**src/rtl/clk_divider_multi.sv**
```systemverilog
// Multi-channel runtime-programmable clock divider.
// Each channel counts clk_in_i cycles up to its active divisor and emits either a 50% square
// wave (toggle mode) or a one-cycle tick (pulse mode). New settings are written to a shadow
// and only take effect when the counter restarts, so outputs never glitch mid-period.
module clk_divider_multi #(
  parameter int unsigned N_CH    = 2,
  parameter int unsigned CNT_W   = 16,
  parameter int unsigned DEF_DIV = 49
) (
  input  logic             clk_in_i,
  input  logic             reset_ni,
  input  logic [N_CH-1:0]  en_i,
  input  logic             sync_i,
  input  logic             cfg_wr_i,
  input  logic [3:0]       cfg_ch_i,
  input  logic [CNT_W-1:0] cfg_div_i,
  input  logic             cfg_mode_i,
  output logic [N_CH-1:0]  clk_out_o,
  output logic [N_CH-1:0]  pending_o,
  output logic             cfg_err_o
);

  localparam logic [CNT_W-1:0] DefDiv  = CNT_W'(DEF_DIV);
  localparam logic [CNT_W-1:0] CntZero = '0;
  localparam logic [CNT_W-1:0] CntOne  = {{(CNT_W-1){1'b0}}, 1'b1};

  logic [CNT_W-1:0] cnt_q     [N_CH];
  logic [CNT_W-1:0] cnt_d     [N_CH];
  logic [CNT_W-1:0] act_div_q [N_CH];
  logic [CNT_W-1:0] act_div_d [N_CH];
  logic [CNT_W-1:0] sh_div_q  [N_CH];
  logic [CNT_W-1:0] sh_div_d  [N_CH];
  logic [N_CH-1:0]  act_mode_q, act_mode_d;
  logic [N_CH-1:0]  sh_mode_q, sh_mode_d;
  logic [N_CH-1:0]  pend_q, pend_d;
  logic [N_CH-1:0]  clk_q, clk_d;
  logic             cfg_err_q, cfg_err_d;

  logic [N_CH-1:0]  wrap;
  logic [N_CH-1:0]  restart;
  logic [N_CH-1:0]  apply;
  logic [N_CH-1:0]  wr_hit;

  // Per-channel events: wrap, forced restart (sync/disable), shadow apply, config hit.
  always_comb begin
    wrap    = '0;
    restart = '0;
    apply   = '0;
    wr_hit  = '0;
    for (int i = 0; i < N_CH; i++) begin
      wrap[i]    = en_i[i] && (cnt_q[i] == act_div_q[i]);
      restart[i] = sync_i || !en_i[i];
      apply[i]   = pend_q[i] && (restart[i] || wrap[i]);
      wr_hit[i]  = cfg_wr_i && (int'(cfg_ch_i) == i);
    end
  end

  // Next-state for counters, outputs and the active/shadow configuration.
  always_comb begin
    cfg_err_d  = cfg_wr_i && (int'(cfg_ch_i) >= int'(N_CH));
    act_mode_d = act_mode_q;
    sh_mode_d  = sh_mode_q;
    pend_d     = pend_q;
    clk_d      = clk_q;
    for (int i = 0; i < N_CH; i++) begin
      cnt_d[i]     = cnt_q[i];
      act_div_d[i] = act_div_q[i];
      sh_div_d[i]  = sh_div_q[i];

      if (restart[i]) begin
        cnt_d[i] = CntZero;
        clk_d[i] = 1'b0;
      end else if (wrap[i]) begin
        cnt_d[i] = CntZero;
        // A mode switch starts the new mode from a clean low level.
        if (apply[i] && (sh_mode_q[i] != act_mode_q[i])) begin
          clk_d[i] = 1'b0;
        end else if (act_mode_q[i]) begin
          clk_d[i] = 1'b1;
        end else begin
          clk_d[i] = ~clk_q[i];
        end
      end else begin
        cnt_d[i] = cnt_q[i] + CntOne;
        if (act_mode_q[i]) begin
          clk_d[i] = 1'b0;
        end
      end

      // Apply consumes the pre-edge shadow; a same-edge write re-arms pending below.
      if (apply[i]) begin
        act_div_d[i]  = sh_div_q[i];
        act_mode_d[i] = sh_mode_q[i];
        pend_d[i]     = 1'b0;
      end
      if (wr_hit[i]) begin
        sh_div_d[i]  = cfg_div_i;
        sh_mode_d[i] = cfg_mode_i;
        pend_d[i]    = 1'b1;
      end
    end
  end

  // State registers with asynchronous active-low reset.
  always_ff @(posedge clk_in_i or negedge reset_ni) begin
    if (!reset_ni) begin
      for (int i = 0; i < N_CH; i++) begin
        cnt_q[i]     <= CntZero;
        act_div_q[i] <= DefDiv;
        sh_div_q[i]  <= DefDiv;
      end
      act_mode_q <= '0;
      sh_mode_q  <= '0;
      pend_q     <= '0;
      clk_q      <= '0;
      cfg_err_q  <= 1'b0;
    end else begin
      for (int i = 0; i < N_CH; i++) begin
        cnt_q[i]     <= cnt_d[i];
        act_div_q[i] <= act_div_d[i];
        sh_div_q[i]  <= sh_div_d[i];
      end
      act_mode_q <= act_mode_d;
      sh_mode_q  <= sh_mode_d;
      pend_q     <= pend_d;
      clk_q      <= clk_d;
      cfg_err_q  <= cfg_err_d;
    end
  end

  assign clk_out_o = clk_q;
  assign pending_o = pend_q;
  assign cfg_err_o = cfg_err_q;

endmodule

```
**config.mk**
```make
export PLATFORM = sky130hd
export DESIGN_NAME = clk_divider_multi
export DESIGN_NICKNAME = d
export VERILOG_FILES = /design/src/rtl/clk_divider_multi.sv
export SDC_FILE = /design/constraint.sdc
export NUM_CORES = 1
export LEC_CHECK = 0
export BUFFER_PORTS_ARGS = -buffer_cell sky130_fd_sc_hd__buf_2
export CORE_ASPECT_RATIO = 0.7
export CORE_MARGIN = 2
export CORE_UTILIZATION = 36
export CTS_BUF_LIST = sky130_fd_sc_hd__clkbuf_16
export CTS_CLUSTER_SIZE = 8
export DETAILED_ROUTE_END_ITERATION = 8
export PLACE_DENSITY = 0.58
export SYNTH_ARGS = -nofsm -noshare
export SYNTH_HDL_FRONTEND = slang
export SYNTH_SLANG_ARGS = --single-unit
export TNS_END_PERCENT = 20
```
**constraint.sdc**
```tcl
create_clock -name clk_in_i -period 2.1 [get_ports clk_in_i]
set_clock_uncertainty 0.15 [all_clocks]
set_input_delay 0.21 -clock clk_in_i [delete_from_list [all_inputs] [get_ports clk_in_i]]
set_output_delay 0.21 -clock clk_in_i [all_outputs]
set_load 0.02 [all_outputs]
```
==> metrics <==
outcome finished, final reports clean; DR WL met2 5.62 mm; dpl cells 738; I/O pin total 32; vias 4258; via/cell ratio 5.49; HP Class input port to flip-flop; syn_area_per_cell 10.4 um^2; Seq cells post-synth 105; fin nets 605; routed wire length 13.1 mm; Die ar. 16300 um^2; required time of the critical path 2.18 ns; total design power 4.43 mW; wl on met1 6.89 mm; pin count of the biggest net entering global routing 56; Layout Cells excl Fill 776; clock sinks 105; H-tree lvl count 3; CP arrival 2.06 ns; max_cap viols 0; CTS tree built; Multi-input gate area 2680 um^2; Final GP Congestion 0.777; Clk Tree Root Cell clkbuf_16; Routed Antenna Nets 0; post-synthesis sequential area ratio 0.480; CP Launch Type flip-flop; number of global-route vias before repair 4253; Antenna Cells 0; Top Layer Used met4; FF/Latch Area 2640 um^2; Syn-to-layout area delta 17.4%; Initial Utilization 0.372; syn_nets 558; slowest stage cell on the critical path dfstp_2; Row Count 37; layout cells sized above 1 0.212; Worst-Skew Late Latency 0.34 ns; core area 14800 um^2; chip height 108 um; Buf+Inv Stages, Crit Path 1; CP endpoint kind flip-flop; met3 wire len 421 um; power density of the placed cells 685 nW/um^2; initial antenna violation count 0; # port buffers 31; DR pass1 iterations 4; Final Hold Viols 0; Final setup violation count 0; DR WL/cell 16.8 um; actual slew at the worst max-slew pin 0.625 ns; post-synth cell types 38; Starting DRT DRC Count 214; Clock transition at path regs 0.07 ns; Detail Placement HPWL 9.29 mm; final worst-path cycle share 0.943; number of buffers created by CTS 9; cell area after synthesis 5510 um^2; Ys Warns 0; Max Slew Vio Count 0; Leak Pwr 2.47 nW; shortest period the worst path allows 1.98 ns; Clock Path Buffers 2; Die X 152 um; CP max stage delay 0.59 ns; crit-path cells xor2_1 -> nor4_2 -> nand3_2 -> buf_4 -> o311ai_1; final core utilization 0.437; setup TNS 0 ns; CP top delay family flip-flops; gr ovfl total 0; GRT Util Overall 0.166; WS Path Type flip-flop to flip-flop; VDD IR max 0.000450 V; cell count after synthesis 529; crit-path max FO 21; fillers 1436; slew margin rel. 0.581; first-pass GRT wire length 22.0 mm; Post-route DRC 0; Fmax achieved 0.505 GHz
power breakdown:
| part | switching [mW] | total (mW) | internal, mW |
|---|---|---|---|
| clock | 0.736 | 1.52 | 0.783 |
| combinational | 0.242 | 0.530 | 0.289 |
| sequential | 0.142 | 2.38 | 2.24 |
synthesized netlist by cell type (all sizes together):
| master | n | area, um^2 |
|---|---|---|
| ha | 2 | 25.0 |
| mux2 | 34 | 383 |
| o311ai | 34 | 298 |
| and4 | 1 | 8.76 |
| nor2b | 3 | 18.8 |
| buf | 14 | 100 |
| nand4 | 7 | 43.8 |
| dfstp | 12 | 315 |
| inv | 8 | 30.0 |
| mux2i | 4 | 40.0 |
| xnor2 | 14 | 123 |
| clkinv | 2 | 7.51 |
| or2 | 2 | 12.5 |
| o22ai | 3 | 18.8 |
| a31oi | 34 | 213 |
| dfrtp | 93 | 2330 |
| and2 | 2 | 12.5 |
| o21ai | 3 | 30.0 |
| nand3 | 52 | 283 |
| clkbuf | 23 | 86.3 |
| xor2 | 46 | 403 |
| nor2 | 42 | 160 |
| nor4 | 8 | 62.6 |
| o221ai | 2 | 17.5 |
| nand2 | 43 | 161 |
| and3 | 4 | 25.0 |
| nor3 | 5 | 25.0 |
| o2bb2ai | 32 | 280 |
cell usage in the layout, fill, tap and decap left out, drive strengths merged:
cell	n
nor4	8
dlygate4sd3	22
or2	2
o22ai	3
dfrtp	93
nor2b	3
o311ai	34
clkinvlp	1
buf	51
mux2i	4
dfstp	12
xnor2	14
o21ai	3
mux2	34
o221ai	2
nand3	52
nor2	42
inv	11
nor3	5
ha	2
nand4	7
o2bb2ai	32
xor2	46
nand2	43
a31oi	34
clkbuf	9
clkinv	5
and2	2
and3	4
and4	1
tightest hold or removal path: stages:
cell and delay (ns):
buf_2 0.08, nor3_1 0.06, nand2_1 0.11, o22ai_1 0.09
worst paths after layout:
| check | to | depth (start not counted) | slack (ns) | from |
|---|---|---|---|---|
| min | pending_o[0] | 4 | 0.09 | cfg_ch_i[1] |
| min reg2reg | sh_div_q[6] | 1 | 0.36 | sh_div_q[6] |
| max in group asynchronous | act_div_q[20] | 3 | 1.00 | reset_ni |
| max reg2reg | act_div_q[2] | 5 | 0.12 | act_div_q[4] |
| min in group asynchronous | cnt_q[8] | 2 | 0.20 | reset_ni |
| max | act_div_q[2] | 5 | 0.12 | act_div_q[4] |
kinds of logic (layout without fill, tap and decap cells):
family,Yosys count,in the layout,share of synthesized area
AOI/OAI and AO/OA,108,108,0.156
muxes,38,38,0.0767
xor gates and xnor gates,60,60,0.0954
buffers and inverters,47,99,0.0406
and+or+nand+nor,169,169,0.148
adders and majority gates,2,2,0.00454
DFF,105,105,0.480
sequential cells by signal, summed over array words and instances (netlist names):
name and cells:
pending_o 2, cnt_q 32, clk_out_o 2, act_mode_q 2
sh_div_q 32, act_div_q 32, cfg_err_o 1, sh_mode_q 2
per-layer routing:
layer,vias up,GRT usage
li1,2041,-
met1,2143,0.249
met2,65,0.247
met3,9,0.0282
met4,0,0.0461
met5,-,0
final cells by class:
type                    instances  area share
multi-input cells             377       0.414
flip-flops and latches        105       0.409
repair buffers                 73      0.0944
well taps                     195      0.0377
clock buffers                   9      0.0348
inverters                      10     0.00580
clock inverters                 7     0.00483
timing repair:
| action | in CTS | in global routing |
|---|---|---|
| setup endpoints to repair | 0 | 22 |
| resized for setup | 0 | 8 |
| buffers inserted | 0 | 0 |
| hold endpoints to repair | 64 | 0 |
| hold buffers | 22 | 0 |
stage by stage:
step                      worst slack [ns]  hold WS (ns)  area [um^2]
final                                0.120        0.0901         6470
after global routing               -0.0146         0.105         6470
after CTS                           0.0487        0.0851         6440
after detailed placement            0.0705        0.0332         5970
after global placement               0.167        0.0276         5970
after floorplan                      0.208        -0.236         5510
Note: power is estimated with default switching activity, not from simulation.
